### src/rtl/int_rti_sequencer_if.sv
// Pipeline <-> interrupt/RTI sequencer signal bundle.
// slave = sequencer side, master = pipeline side driving requests and pop data.
interface int_rti_sequencer_if;
    logic        int_req;
    logic        rti_exec;
    logic        stall_hdu;
    logic        flush_branch;
    logic [31:0] pc_decode;
    logic [15:0] pop_data;
    logic        fetch_hold;
    logic        decode_bubble;
    logic        mem_int;
    logic        mem_pop;
    logic [1:0]  mem_counter;
    logic [31:0] save_pc;
    logic        pc_load;
    logic [31:0] pc_load_value;
    logic        ccr_restore;
    logic [2:0]  ccr_value;
    logic        int_ack;

    modport slave (
        input  int_req, rti_exec, stall_hdu, flush_branch, pc_decode, pop_data,
        output fetch_hold, decode_bubble, mem_int, mem_pop, mem_counter, save_pc,
               pc_load, pc_load_value, ccr_restore, ccr_value, int_ack
    );

    modport master (
        output int_req, rti_exec, stall_hdu, flush_branch, pc_decode, pop_data,
        input  fetch_hold, decode_bubble, mem_int, mem_pop, mem_counter, save_pc,
               pc_load, pc_load_value, ccr_restore, ccr_value, int_ack
    );
endinterface

### src/rtl/int_rti_sequencer.sv
// Interrupt entry (drain, push PC/CCR, vector) and RTI return (pop, resume) sequencer.
// Entry: int_req edge to pc_load in DRAIN_CYCLES+6 cycles; stall/flush defer entry, all outputs registered.
module int_rti_sequencer #(
    parameter logic [31:0] VECTOR_ADDR  = 32'h0000_0000,
    parameter int          DRAIN_CYCLES = 3
) (
    input  logic                 clk,
    input  logic                 reset,
    int_rti_sequencer_if.slave   bus
);
    typedef enum logic [2:0] {
        S_IDLE, S_DRAIN, S_PUSH, S_VECTOR, S_POP, S_POP_WAIT, S_RESUME
    } state_t;

    localparam int            CW         = (DRAIN_CYCLES > 2) ? $clog2(DRAIN_CYCLES) : 1;
    localparam logic [CW-1:0] DRAIN_LAST = CW'((DRAIN_CYCLES > 0) ? DRAIN_CYCLES - 1 : 0);

    state_t      r_state;
    logic        r_int_sync, r_int_prev, r_pending;
    logic [CW-1:0] r_drain_cnt;
    logic        r_fetch_hold, r_decode_bubble, r_mem_int, r_mem_pop;
    logic [1:0]  r_mem_counter;
    logic [31:0] r_save_pc, r_pc_load_value;
    logic        r_pc_load, r_ccr_restore, r_int_ack;
    logic [2:0]  r_ccr_value;
    logic        w_int_edge;

    assign w_int_edge = r_int_sync & ~r_int_prev;

    always_ff @(posedge clk) begin
        if (reset) begin
            r_state         <= S_IDLE;
            r_int_sync      <= 1'b0;
            r_int_prev      <= 1'b0;
            r_pending       <= 1'b0;
            r_drain_cnt     <= '0;
            r_fetch_hold    <= 1'b0;
            r_decode_bubble <= 1'b0;
            r_mem_int       <= 1'b0;
            r_mem_pop       <= 1'b0;
            r_mem_counter   <= 2'd0;
            r_save_pc       <= 32'd0;
            r_pc_load       <= 1'b0;
            r_pc_load_value <= 32'd0;
            r_ccr_restore   <= 1'b0;
            r_ccr_value     <= 3'd0;
            r_int_ack       <= 1'b0;
        end else begin
            r_int_sync    <= bus.int_req;
            r_int_prev    <= r_int_sync;
            r_pc_load     <= 1'b0;
            r_ccr_restore <= 1'b0;
            r_int_ack     <= 1'b0;
            // One-deep pending: further edges while set simply merge.
            if (w_int_edge)
                r_pending <= 1'b1;

            case (r_state)
                S_IDLE: begin
                    if (bus.rti_exec) begin
                        r_state         <= S_POP;
                        r_fetch_hold    <= 1'b1;
                        r_decode_bubble <= 1'b1;
                        r_mem_pop       <= 1'b1;
                        r_mem_counter   <= 2'd2;
                    end else if (r_pending && !bus.stall_hdu && !bus.flush_branch) begin
                        r_save_pc       <= bus.pc_decode;
                        r_fetch_hold    <= 1'b1;
                        r_decode_bubble <= 1'b1;
                        r_drain_cnt     <= '0;
                        if (DRAIN_CYCLES > 0) begin
                            r_state <= S_DRAIN;
                        end else begin
                            r_state       <= S_PUSH;
                            r_mem_int     <= 1'b1;
                            r_mem_counter <= 2'd0;
                        end
                    end
                end
                S_DRAIN: begin
                    if (r_drain_cnt == DRAIN_LAST) begin
                        r_state       <= S_PUSH;
                        r_mem_int     <= 1'b1;
                        r_mem_counter <= 2'd0;
                    end else begin
                        r_drain_cnt <= r_drain_cnt + 1'b1;
                    end
                end
                S_PUSH: begin
                    if (r_mem_counter == 2'd2) begin
                        r_state         <= S_VECTOR;
                        r_mem_int       <= 1'b0;
                        r_mem_counter   <= 2'd0;
                        r_fetch_hold    <= 1'b0;
                        r_pc_load       <= 1'b1;
                        r_pc_load_value <= VECTOR_ADDR;
                        r_int_ack       <= 1'b1;
                    end else begin
                        r_mem_counter <= r_mem_counter + 2'd1;
                    end
                end
                S_VECTOR: begin
                    r_state         <= S_IDLE;
                    r_decode_bubble <= 1'b0;
                    r_pending       <= w_int_edge;
                end
                S_POP: begin
                    // Read data trails each pop step by one cycle.
                    if (r_mem_counter == 2'd1)
                        r_ccr_value <= bus.pop_data[2:0];
                    if (r_mem_counter == 2'd0) begin
                        r_save_pc[15:0] <= bus.pop_data;
                        r_mem_pop       <= 1'b0;
                        r_state         <= S_POP_WAIT;
                    end else begin
                        r_mem_counter <= r_mem_counter - 2'd1;
                    end
                end
                S_POP_WAIT: begin
                    r_save_pc[31:16] <= bus.pop_data;
                    r_pc_load_value  <= {bus.pop_data, r_save_pc[15:0]};
                    r_pc_load        <= 1'b1;
                    r_ccr_restore    <= 1'b1;
                    r_fetch_hold     <= 1'b0;
                    r_state          <= S_RESUME;
                end
                S_RESUME: begin
                    r_state         <= S_IDLE;
                    r_decode_bubble <= 1'b0;
                end
                default: r_state <= S_IDLE;
            endcase
        end
    end

    assign bus.fetch_hold    = r_fetch_hold;
    assign bus.decode_bubble = r_decode_bubble;
    assign bus.mem_int       = r_mem_int;
    assign bus.mem_pop       = r_mem_pop;
    assign bus.mem_counter   = r_mem_counter;
    assign bus.save_pc       = r_save_pc;
    assign bus.pc_load       = r_pc_load;
    assign bus.pc_load_value = r_pc_load_value;
    assign bus.ccr_restore   = r_ccr_restore;
    assign bus.ccr_value     = r_ccr_value;
    assign bus.int_ack       = r_int_ack;
endmodule

### src/flat_wrapper.sv
// flat-port wrapper written by rule: the top's interface ports become plain ports
module int_rti_sequencer_flat 
#(
    parameter logic [31:0] VECTOR_ADDR  = 32'h0000_0000,
    parameter int          DRAIN_CYCLES = 3
)
  (clk, reset, bus_int_req, bus_rti_exec, bus_stall_hdu, bus_flush_branch, bus_pc_decode, bus_pop_data, bus_fetch_hold, bus_decode_bubble, bus_mem_int, bus_mem_pop, bus_mem_counter, bus_save_pc, bus_pc_load, bus_pc_load_value, bus_ccr_restore, bus_ccr_value, bus_int_ack);
  int_rti_sequencer_if bus_i ();
  input  logic clk;
  input  logic reset;
  input wire logic [$bits(bus_i.int_req)-1:0] bus_int_req;
  input wire logic [$bits(bus_i.rti_exec)-1:0] bus_rti_exec;
  input wire logic [$bits(bus_i.stall_hdu)-1:0] bus_stall_hdu;
  input wire logic [$bits(bus_i.flush_branch)-1:0] bus_flush_branch;
  input wire logic [$bits(bus_i.pc_decode)-1:0] bus_pc_decode;
  input wire logic [$bits(bus_i.pop_data)-1:0] bus_pop_data;
  output wire logic [$bits(bus_i.fetch_hold)-1:0] bus_fetch_hold;
  output wire logic [$bits(bus_i.decode_bubble)-1:0] bus_decode_bubble;
  output wire logic [$bits(bus_i.mem_int)-1:0] bus_mem_int;
  output wire logic [$bits(bus_i.mem_pop)-1:0] bus_mem_pop;
  output wire logic [$bits(bus_i.mem_counter)-1:0] bus_mem_counter;
  output wire logic [$bits(bus_i.save_pc)-1:0] bus_save_pc;
  output wire logic [$bits(bus_i.pc_load)-1:0] bus_pc_load;
  output wire logic [$bits(bus_i.pc_load_value)-1:0] bus_pc_load_value;
  output wire logic [$bits(bus_i.ccr_restore)-1:0] bus_ccr_restore;
  output wire logic [$bits(bus_i.ccr_value)-1:0] bus_ccr_value;
  output wire logic [$bits(bus_i.int_ack)-1:0] bus_int_ack;
  assign bus_i.int_req = bus_int_req;
  assign bus_i.rti_exec = bus_rti_exec;
  assign bus_i.stall_hdu = bus_stall_hdu;
  assign bus_i.flush_branch = bus_flush_branch;
  assign bus_i.pc_decode = bus_pc_decode;
  assign bus_i.pop_data = bus_pop_data;
  assign bus_fetch_hold = bus_i.fetch_hold;
  assign bus_decode_bubble = bus_i.decode_bubble;
  assign bus_mem_int = bus_i.mem_int;
  assign bus_mem_pop = bus_i.mem_pop;
  assign bus_mem_counter = bus_i.mem_counter;
  assign bus_save_pc = bus_i.save_pc;
  assign bus_pc_load = bus_i.pc_load;
  assign bus_pc_load_value = bus_i.pc_load_value;
  assign bus_ccr_restore = bus_i.ccr_restore;
  assign bus_ccr_value = bus_i.ccr_value;
  assign bus_int_ack = bus_i.int_ack;
  int_rti_sequencer #(.VECTOR_ADDR(VECTOR_ADDR), .DRAIN_CYCLES(DRAIN_CYCLES)) u_core (.clk(clk), .reset(reset), .bus(bus_i));
endmodule
### config.mk
export PLATFORM = sky130hd
export DESIGN_NAME = int_rti_sequencer_flat
export DESIGN_NICKNAME = d
export VERILOG_FILES = /design/src/rtl/int_rti_sequencer_if.sv /design/src/rtl/int_rti_sequencer.sv /design/src/flat_wrapper.sv
export SDC_FILE = /design/constraint.sdc
export NUM_CORES = 1
export LEC_CHECK = 0
export CORE_UTILIZATION = 35
export DETAILED_ROUTE_END_ITERATION = 12
export PLACE_DENSITY = 0.69
export SLEW_MARGIN = 40
export SYNTH_ARGS = -nofsm -noshare
export SYNTH_HDL_FRONTEND = slang
export SYNTH_SLANG_ARGS = --single-unit
### constraint.sdc
create_clock -name clk -period 1.86 [get_ports clk]
set_input_delay 0.372 -clock clk [delete_from_list [all_inputs] [get_ports clk]]
set_output_delay 0.372 -clock clk [all_outputs]
set_load 0.02 [all_outputs]
## Yosys cells after proc, flatten, opt, wreduce, memory -nomap -nowiden

Index checks and enable logic that the tools add are counted.
Widths: inputs -> output; s select.

| storage, ports and cells | value |
|---|---|
| bits of input ports | 54 |
| word-level logic and storage cells | 106 |
| register bits | 84 |
| output and inout port bits | 76 |

| operators by class | value |
|---|---|
| mux-type cells | 37 |
| equal/unequal tests | 18 |
| add/sub/neg operators | 3 |
| reductions and logical operators | 28 |
| bitwise operators | 3 |

Operators by type and width:

| kind | count |
|---|---|
| $mux 32 | 3 |
| $pmux 16 s2 | 2 |
| $pmux 32 s2 | 1 |
| $mux 16 | 1 |
| $reduce_and 4->1 | 4 |
| $mux 3 | 5 |
| $pmux 3 s5 | 1 |
| $mux 2 | 7 |
| $reduce_bool 2->1 | 7 |
| $reduce_and 3->1 | 4 |
| $mux 1 | 10 |
| $eq 3x3->1 const B | 3 |
| $ne 2x1->1 const B | 4 |
| $ne 2x2->1 const B | 4 |
| $pmux 1 s2 | 4 |
| $pmux 2 s4 | 1 |
| $eq 3x2->1 const B | 2 |
| $reduce_and 2->1 | 3 |
| $add 2x1->2 const B | 2 |
| $eq 2x2->1 const B | 2 |
| $pmux 2 s2 | 1 |
| $reduce_bool 4->1 | 1 |
| $reduce_or 2->1 | 2 |
| $eq 3x1->1 const B | 1 |
| other kinds (11) | 14 |

## Depth between registers and ports, before layout

Gate-level depths: netlist (run 1).

| depth | value |
|---|---|
| word-level depth | 6 |
| depth in mapped cells | 7 |

## Least setup slack after synthesis (run 1)

No wires, ideal clock.

| timing path | value |
|---|---|
| path kind | reg-to-reg |
| from | reg u_core.r_mem_counter[0], in the netlist u_core.bus.mem_counter[0] |
| to | reg u_core.r_mem_counter[1], in the netlist u_core.bus.mem_counter[1] |
| arrival time | 1.745 ns |
| buffers on the path | 0 |
| stages on the path, launching flop included | 7 |
| setup slack | 0.028 ns |
| cell sequence | dfxtp_1 inv_1 ha_1 or4b_2 o211ai_1 o211ai_1 o31ai_1 |

| on the way | value |
|---|---|
| longest elaborated chain between the ends | 3 |
| elaborated cells on any way between the ends | 9 |
| those cells by class | add/sub: 2; eq/ne: 2; mux: 3; reduce/logical: 2 |

Ends and longest elaborated chain:

| element | RTL line | text |
|---|---|---|
| start, declared | int_rti_sequencer.sv:22 | `logic [1:0] r_mem_counter;` |
| start signal, assigned | int_rti_sequencer.sv:99 | `r_mem_counter <= r_mem_counter + 2'd1;` |
| start signal, assigned | int_rti_sequencer.sv:116 | `r_mem_counter <= r_mem_counter - 2'd1;` |
| $sub 2x1->2 (tied with other cells) | int_rti_sequencer.sv:116 |  |
| $mux 2 (tied with other cells) | int_rti_sequencer.sv:111 | `if (r_mem_counter == 2'd0) begin` |
| $pmux 2 s4 / $reduce_and 4->1 (equally long branches) | - |  |

Several ways; a longest one is shown, not always the timed one. The select of a mux whose other input is x is not followed.
A chain may end at the register's enable or synchronous reset.

## Worst setup path after layout (run 1)

| timing path | value |
|---|---|
| from | in bus_stall_hdu |
| to | reg u_core.r_save_pc[27], in the netlist u_core.bus.save_pc[27] |

| on the way | value |
|---|---|
| longest elaborated chain between the ends | 5 |

Ends and longest elaborated chain:

| element | RTL line | text |
|---|---|---|
| start, declared | flat_wrapper.sv:13 | `input wire logic [$bits(bus_i.stall_hdu)-1:0] bus_stall_hdu;` |
| $logic_not 1->1 | int_rti_sequencer.sv:66 | `end else if (r_pending && !bus.stall_hdu && !bus.flush_branch) begin` |
| $logic_and 1x1->1 (2 in series) | int_rti_sequencer.sv:66 |  |
| $ne 2x1->1 (no line) | - |  |
| $reduce_and 3->1 (no line) | - |  |
| end signal, assigned | int_rti_sequencer.sv:67 | `r_save_pc <= bus.pc_decode;` |
| end signal, assigned | int_rti_sequencer.sv:120 | `r_save_pc[31:16] <= bus.pop_data;` |
| end, declared | int_rti_sequencer.sv:23 | `logic [31:0] r_save_pc, r_pc_load_value;` |

Every way passes these cells.

==> flow_summary.rst, run 1 <==
.. list-table::
   :header-rows: 1

   * - Metric
     - Value
   * - Via count of the first global-routing pass
     - 3035
   * - CP Depth
     - 8
   * - Maximum number of pins on one net before global-route repair
     - 33
   * - Unique cell type count in the Yosys netlist
     - 38
   * - Post-detailed-placement half-perimeter wirelength
     - 7080 um
   * - Worst Hold Path Cells
     - 2
   * - Count of mapped cells out of synthesis
     - 363
   * - First-iteration detailed-routing DRC count
     - 104
   * - Data arrival time of the critical path
     - 2.12 ns
   * - Antenna diodes
     - 0
   * - Post-synthesis xor/xnor area fraction
     - 0%
   * - Leak pwr
     - 1.93 nW
   * - Synthesis warning total
     - 0
   * - Avg Vias per Cell
     - 5.02
   * - Count of placed standard cells including taps
     - 615
   * - Cell taking the most area after synthesis
     - dfxtp_1
   * - Finished Layout Cells
     - 637
   * - Share of synthesized registers carrying an async set or reset
     - 0%
   * - Slew of the pin with the lowest slew margin
     - 0.366 ns
   * - Critical path class
     - input pin to flop
   * - Critical path, cell by cell
     - dlygate4sd2_1 > or4b_4 > buf_6 > buf_12 > nor3_4 > buf_12 > mux2i_2 > a211oi_2
   * - Clk slew on worst S/H paths
     - 0.10 ns
   * - Critical path endpoint category
     - flop
   * - Adder-cell area share of the yosys netlist
     - 1.83%
   * - Simple-Gate Fraction of Synth Area
     - 17.9%
   * - Power density over the cells
     - 877 mW/mm2
   * - IR drop worst, VDD
     - 0.000438 V
   * - Number of buffers added to fix hold violations after cts
     - 0
   * - Routed metal-1 wire length
     - 4680 um
   * - Buf+Inv Stages, Crit Path
     - 4
   * - Layout Area Growth over Synthesis
     - 55.2%
   * - Die area
     - 0.0102 mm2
   * - First-pass GRT wire length
     - 15300 um
   * - Primary FF master, synth
     - dfxtp_1
   * - Leading post-synthesis cells by cell area
     - dfxtp_1 49%, nor2_1 6.7%, mux2i_1 5.3%
   * - Number of violations of the max-capacitance limit
     - 0
   * - Worst slew slack as a fraction of its limit
     - 75.5%
   * - Peak fanout along the critical path
     - 5
   * - Die height
     - 101 um
   * - Depth of the most critical reg-to-reg path
     - 7
   * - Unrepaired setup endpoints after global routing
     - yes
   * - Total power draw
     - 4.65 mW
   * - Sequential-to-total area share from yosys stat
     - 49.2%
   * - Number of primary I/O pins
     - 130
   * - Routed wl met3
     - 505 um
   * - Initial antenna violation count
     - 0
   * - Port Buf Inserts
     - 129
   * - Worst setup SP type
     - input pin
   * - Overall track demand over capacity in global routing
     - 19.5%
   * - Final setup violation count
     - 6
   * - Core box area
     - 0.00937 mm2
   * - Max Used Layer
     - met4
   * - Path type of the worst min-delay path
     - input pin to flop
   * - Post-synth design cell area
     - 0.00342 mm2
   * - Initial Util
     - 36.5%
   * - Post-detailed-route count of antenna-violating nets
     - 0
   * - DRC violation count after routing
     - 0
   * - Leftover overflow at the end of global routing
     - 0
   * - Finished Core Util
     - 56.6%
   * - Sinks on Clock Net
     - 84
   * - Clock root cell
     - clkbuf_8
   * - Maximum clock rate
     - 530 MHz
   * - Later-pin clock latency in the skew report
     - 0.35 ns
   * - Routed vias
     - 3197
   * - CP delay by family, top
     - simple AND/OR/NAND/NOR gates
   * - Outcome
     - complete, but fails checks
   * - Worst Path Required
     - 2.10 ns
   * - Fraction of final layout cells sized beyond drive strength 1
     - 13.6%
   * - CTS H-Tree Depth
     - 3
   * - Fraction of synthesized area in multiplexers
     - 5.27%
   * - Cell type of the slowest stage on the worst timing path
     - or4b_4
   * - Number of flops mapped to enable cells by yosys
     - 0
   * - Buffer depth of the longest clock path
     - 2
   * - Net Count, Synth
     - 422
   * - Final Hold Fails
     - 0
   * - Synth Area in Compound Gates
     - 20.4%
   * - Violations in the final reports
     - negative setup slack
   * - Worst setup skew after layout
     - 0.00976 ns
   * - Mean routed wirelength per cell
     - 15.9 um
   * - Met2 layer wire length in the routed design
     - 4790 um
   * - Main combinational cell family by area after synthesis
     - compound AO/OA/AOI/OAI gates
   * - Worst stage delay on the critical path
     - 0.57 ns
   * - Die Width
     - 101 um
   * - Critical Path Most Common Cell
     - buf_12
   * - Last weighted congestion value of the routability-driven placer
     - 0.858
   * - Number of synthesized register bits
     - 84
   * - Most repeated cell in the gate-level netlist after synthesis
     - dfxtp_1
   * - Aggregate routed wire length
     - 10100 um
   * - Mean instance size in the synthesized netlist
     - 9.42 um2
   * - TritonCTS clock tree
     - yes
   * - Setup slack after layout
     - -0.0251 ns
   * - Area share of the leading cell type in the synthesized netlist
     - 49.2%
   * - Commonest cells in the synthesized netlist
     - 84 x dfxtp_1, 61 x nor2_1, 30 x nor3_1
   * - Number of nets in the layout
     - 562
   * - Row count
     - 35
   * - Count of pins over their slew limit
     - 0
   * - Num CTS Buffers
     - 9
   * - First-pass detailed-route iteration total
     - 4
   * - Share of the cycle needed by the critical path after routing
     - 101%
   * - Min Tclk post-route
     - 1.89 ns
## cell usage in the layout (no fill, tap or decap), types with 3 or more instances in the layout
cell type / n
a211oi_1: 17
a21oi_1: 13
a22o_1: 16
a22oi_1: 17
buf_12: 6
buf_4: 20
clkbuf_8: 9
clkdlybuf4s50_1: 125
dfxtp_1: 80
dfxtp_2: 4
dlygate4sd2_1: 3
ha_1: 4
inv_1: 6
inv_6: 3
mux2i_1: 17
nand2_1: 12
nand3_1: 4
nor2_1: 61
nor2b_1: 4
nor3_1: 26
nor3_2: 4
nor3b_1: 3
o21ai_0: 5
o21bai_1: 14
## registers in the layout, summed over array words and instances (netlist names), 2 cells and up
signal                    count
u_core.r_drain_cnt            2
u_core.bus.mem_counter        2
u_core.bus.ccr_value          3
u_core.r_state                3
u_core.bus.pc_load_value     32
u_core.bus.save_pc           32
## routing by layer
metal	GRT usage (%)	vias to the layer above
li1	-	1576
met1	26.0	1509
met2	32.0	101
met3	3.26	11
met4	7.02	0
met5	0	-
## through the flow
step	setup TNS [ns]	hold slack [ns]	setup WS, ns	cell area, um2
finish	-0.0463	0.379	-0.0251	5310
detailed placement	-12.73	0.450	-0.463	4960
global route	-0.986	0.412	-0.0825	5310
CTS	0	0.366	0.0184	5230
floorplan	0	0.439	0.0278	3420
global placement	-11.29	0.448	-0.388	4960
## worst register-to-register path: cells and delay by family, from the launching register on
family                 cells  cell delay (ns)
AND/OR/NAND/NOR            2             0.70
buffers and inverters      3             0.42
flip-flops                 1             0.34
multiplexers               1             0.22
AO/OA/AOI/OAI              1             0.09
## layout make-up
cell class                      count  area, um2
Clock buffer                        9        124
Clock inverter                      7       58.8
Fill cell                         876       4070
Inverter                            6       22.5
Multi-Input combinational cell    243       1600
Sequential cell                    84       1690
Tap cell                          129        161
Timing Repair Buffer              159       1650
## logic make-up after synthesis
| kind of cell | after synthesis |
|---|---|
| flip-flops | 84 |
| AND/OR/NAND/NOR | 127 |
| adder cells (fa/ha/maj) | 5 |
| buffers and inverters | 36 |
| multiplexers | 18 |
| AO/OA/AOI/OAI | 93 |
## worst paths after layout
path                                   startpoint                            to  slack, ns
worst max-delay path                bus_stall_hdu        u_core.bus.save_pc[27]      -0.03
worst min register to register  u_core.r_int_sync              u_core.r_pending       0.46
worst min-delay path                        reset  u_core.bus.pc_load_value[19]       0.38
worst max register to register   u_core.r_pending        u_core.bus.save_pc[27]      -0.03
## report_power, final
group,internal (mW),switching [mW]
Clock,0.510,0.723
Sequential,1.95,0.119
Combinational,0.689,0.660
## repair_timing
action / 4_1_cts / 5_1_grt
pin swaps: 4 / 7
gates cloned: 2 / 1
buffers inserted: 2 / 1
endpoints found under the hold margin: 0 / 0
resized for setup: 5 / 13
setup endpoints to repair: 18 / 33
No activity file was read; power rests on OpenSTA's default activity.
==> run 2: changes to the inputs <==
- CTS_CLUSTER_SIZE: default -> 40
- SKIP_LAST_GASP: default -> 1
==> run 2 against run 1 <==
The flow still finishes with violations (negative setup slack). Clock-buffer cell count unchanged. Clock power about the same. Worst setup slack unchanged.
==> flow_summary.rst, run 2 (same netlist as run 1, synthesis figures left out) <==
.. list-table::
   :header-rows: 1

   * - Metric
     - Value
   * - Outcome
     - complete, but fails checks
   * - Violations in the final reports
     - negative setup slack
   * - Clk slew on worst S/H paths
     - 0.10 ns (about the same)
   * - TritonCTS clock tree
     - yes
   * - DRC violation count after routing
     - 0 (unchanged)
   * - Min Tclk post-route
     - 1.89 ns (unchanged)
   * - Worst Path Required
     - 2.10 ns (about the same)
   * - Routed vias
     - 3197 (unchanged)
   * - First-pass GRT wire length
     - 15300 um (unchanged)
   * - Final setup violation count
     - 6 (unchanged)
   * - Data arrival time of the critical path
     - 2.12 ns (about the same)
   * - Later-pin clock latency in the skew report
     - 0.35 ns (about the same)
   * - Non-Filler Cell Area, Final
     - 0.00531 mm2 (unchanged)
   * - Via count of the first global-routing pass
     - 3035 (unchanged)
   * - Mean routed wirelength per cell
     - 15.9 um (unchanged)
   * - Worst hold margin
     - 0.379 ns (unchanged)
   * - Share of the cycle needed by the critical path after routing
     - 101% (unchanged)
   * - First-pass detailed-route iteration total
     - 4 (unchanged)
   * - Core box area
     - 0.00937 mm2 (unchanged)
   * - Path type of the worst min-delay path
     - input pin to flop
   * - First-iteration detailed-routing DRC count
     - 106 (+1.9%)
   * - Die height
     - 101 um (unchanged)
   * - Port Buf Inserts
     - 129 (unchanged)
   * - Fraction of final layout cells sized beyond drive strength 1
     - 13.6% (unchanged)
   * - Peak fanout along the critical path
     - 5 (unchanged)
   * - Maximum clock rate
     - 530 MHz (unchanged)
   * - CTS H-Tree Depth
     - 3 (unchanged)
   * - Worst slew slack as a fraction of its limit
     - 75.5% (unchanged)
   * - Count of placed standard cells including taps
     - 615 (unchanged)
   * - Critical path endpoint category
     - flop
   * - Post-detailed-placement half-perimeter wirelength
     - 7080 um (unchanged)
   * - Number of violations of the max-capacitance limit
     - 0 (unchanged)
   * - Last weighted congestion value of the routability-driven placer
     - 0.858 (unchanged)
   * - Number of primary I/O pins
     - 130 (unchanged)
   * - Commonest cells after routing, fill and taps aside
     - 125 x clkdlybuf4s50_1, 80 x dfxtp_1, 61 x nor2_1
   * - Overall track demand over capacity in global routing
     - 19.5% (unchanged)
   * - Initial Util
     - 36.5% (unchanged)
   * - Avg Vias per Cell
     - 5.02 (unchanged)
   * - Clock root cell
     - clkbuf_8
   * - Count of pins over their slew limit
     - 0 (unchanged)
   * - IR drop worst, VDD
     - 0.000438 V (unchanged)
   * - Slew of the pin with the lowest slew margin
     - 0.366 ns (unchanged)
   * - Unrepaired setup endpoints after global routing
     - yes
   * - Critical path class
     - input pin to flop
   * - Sinks on Clock Net
     - 84 (unchanged)
   * - Antenna diodes
     - 0 (unchanged)
   * - Finished Layout Cells
     - 637 (unchanged)
   * - Post-DP Area
     - 0.00496 mm2 (unchanged)
   * - Initial antenna violation count
     - 0 (unchanged)
   * - Post-detailed-route count of antenna-violating nets
     - 0 (unchanged)
   * - Die Width
     - 101 um (unchanged)
   * - Num CTS Buffers
     - 9 (unchanged)
   * - Layout Area Growth over Synthesis
     - 55.2% (unchanged)
   * - Worst setup SP type
     - input pin
   * - Number of nets in the layout
     - 562 (unchanged)
   * - Setup slack after layout
     - -0.0251 ns (unchanged)
   * - Buffer depth of the longest clock path
     - 2 (unchanged)
   * - Final Hold Fails
     - 0 (unchanged)
   * - Power density over the cells
     - 877 mW/mm2 (unchanged)
   * - Die area
     - 0.0102 mm2 (unchanged)
   * - Leftover overflow at the end of global routing
     - 0 (unchanged)
   * - Leak pwr
     - 1.93 nW (unchanged)
   * - Row count
     - 35 (unchanged)
   * - Worst setup skew after layout
     - 0.00976 ns (unchanged)
   * - Maximum number of pins on one net before global-route repair
     - 33 (unchanged)
   * - Aggregate routed wire length
     - 10100 um (unchanged)
   * - Most common cell after layout, fill and taps aside
     - clkdlybuf4s50_1
## run 2: cell counts in the layout (fill, tap and decap cells not counted)
Identical to the previous run, type by type.
## run 2: area by class of cell
class	instances	area, um2
clock buffer	9	124
fill	876	4070
clock inverter	7	58.8
multi-input combinational	243	1600
tap	129	161
timing repair buffer	159	1650
inverter	6	22.5
sequential	84	1690
## run 2: per-stage QoR
step                      total power, mW  setup slack, ns  TNS, ns  util [%]
final                                4.65          -0.0251  -0.0463      56.6
after global routing                 4.88          -0.0825   -0.986      56.6
after CTS                            4.66           0.0184        0      55.8
after detailed placement             3.35           -0.463   -12.73      53.0
after global placement               3.33           -0.388   -11.29      53.0
after floorplan                      2.79           0.0278        0         -
## run 2: path summary, 6_finish.rpt
path	startpoint	endpoint	slack (ns)	cells past startpoint
worst min register to register	u_core.r_int_sync	u_core.r_pending	0.46	2
worst max register to register	u_core.r_pending	u_core.bus.save_pc[27]	-0.03	7
worst min-delay path	reset	u_core.bus.pc_load_value[19]	0.38	2
worst max-delay path	bus_stall_hdu	u_core.bus.save_pc[27]	-0.03	8
## run 2: power breakdown
part	total, mW	switching [mW]	internal (mW)
clock	1.23	0.723	0.510
sequential	2.07	0.119	1.95
combinational	1.35	0.660	0.689
total	4.65	1.50	3.15
## run 2: per-layer routing
metal  global-route usage [%]  share of wire (%)  vias up
met3                     3.26                5.0       11
li1                         -                  -     1576
met5                        0                  0        -
met1                     26.0                 46     1509
met4                     7.02                1.5        0
met2                     32.0                 47      101
## run 2: what timing repair did
item	in CTS	in global routing
hold buffers	0	0
gates resized for setup	5	13
pin swaps	4	7
cloned	2	1
buffers inserted	2	1
setup endpoints to repair	18	33
## run 2: worst max-delay path, cell delays in order
cell and delay [ns]:
dlygate4sd2_1 0.24, or4b_4 0.57, buf_6 0.15, buf_12 0.12, nor3_4 0.21, buf_12 0.15
mux2i_2 0.21, a211oi_2 0.09
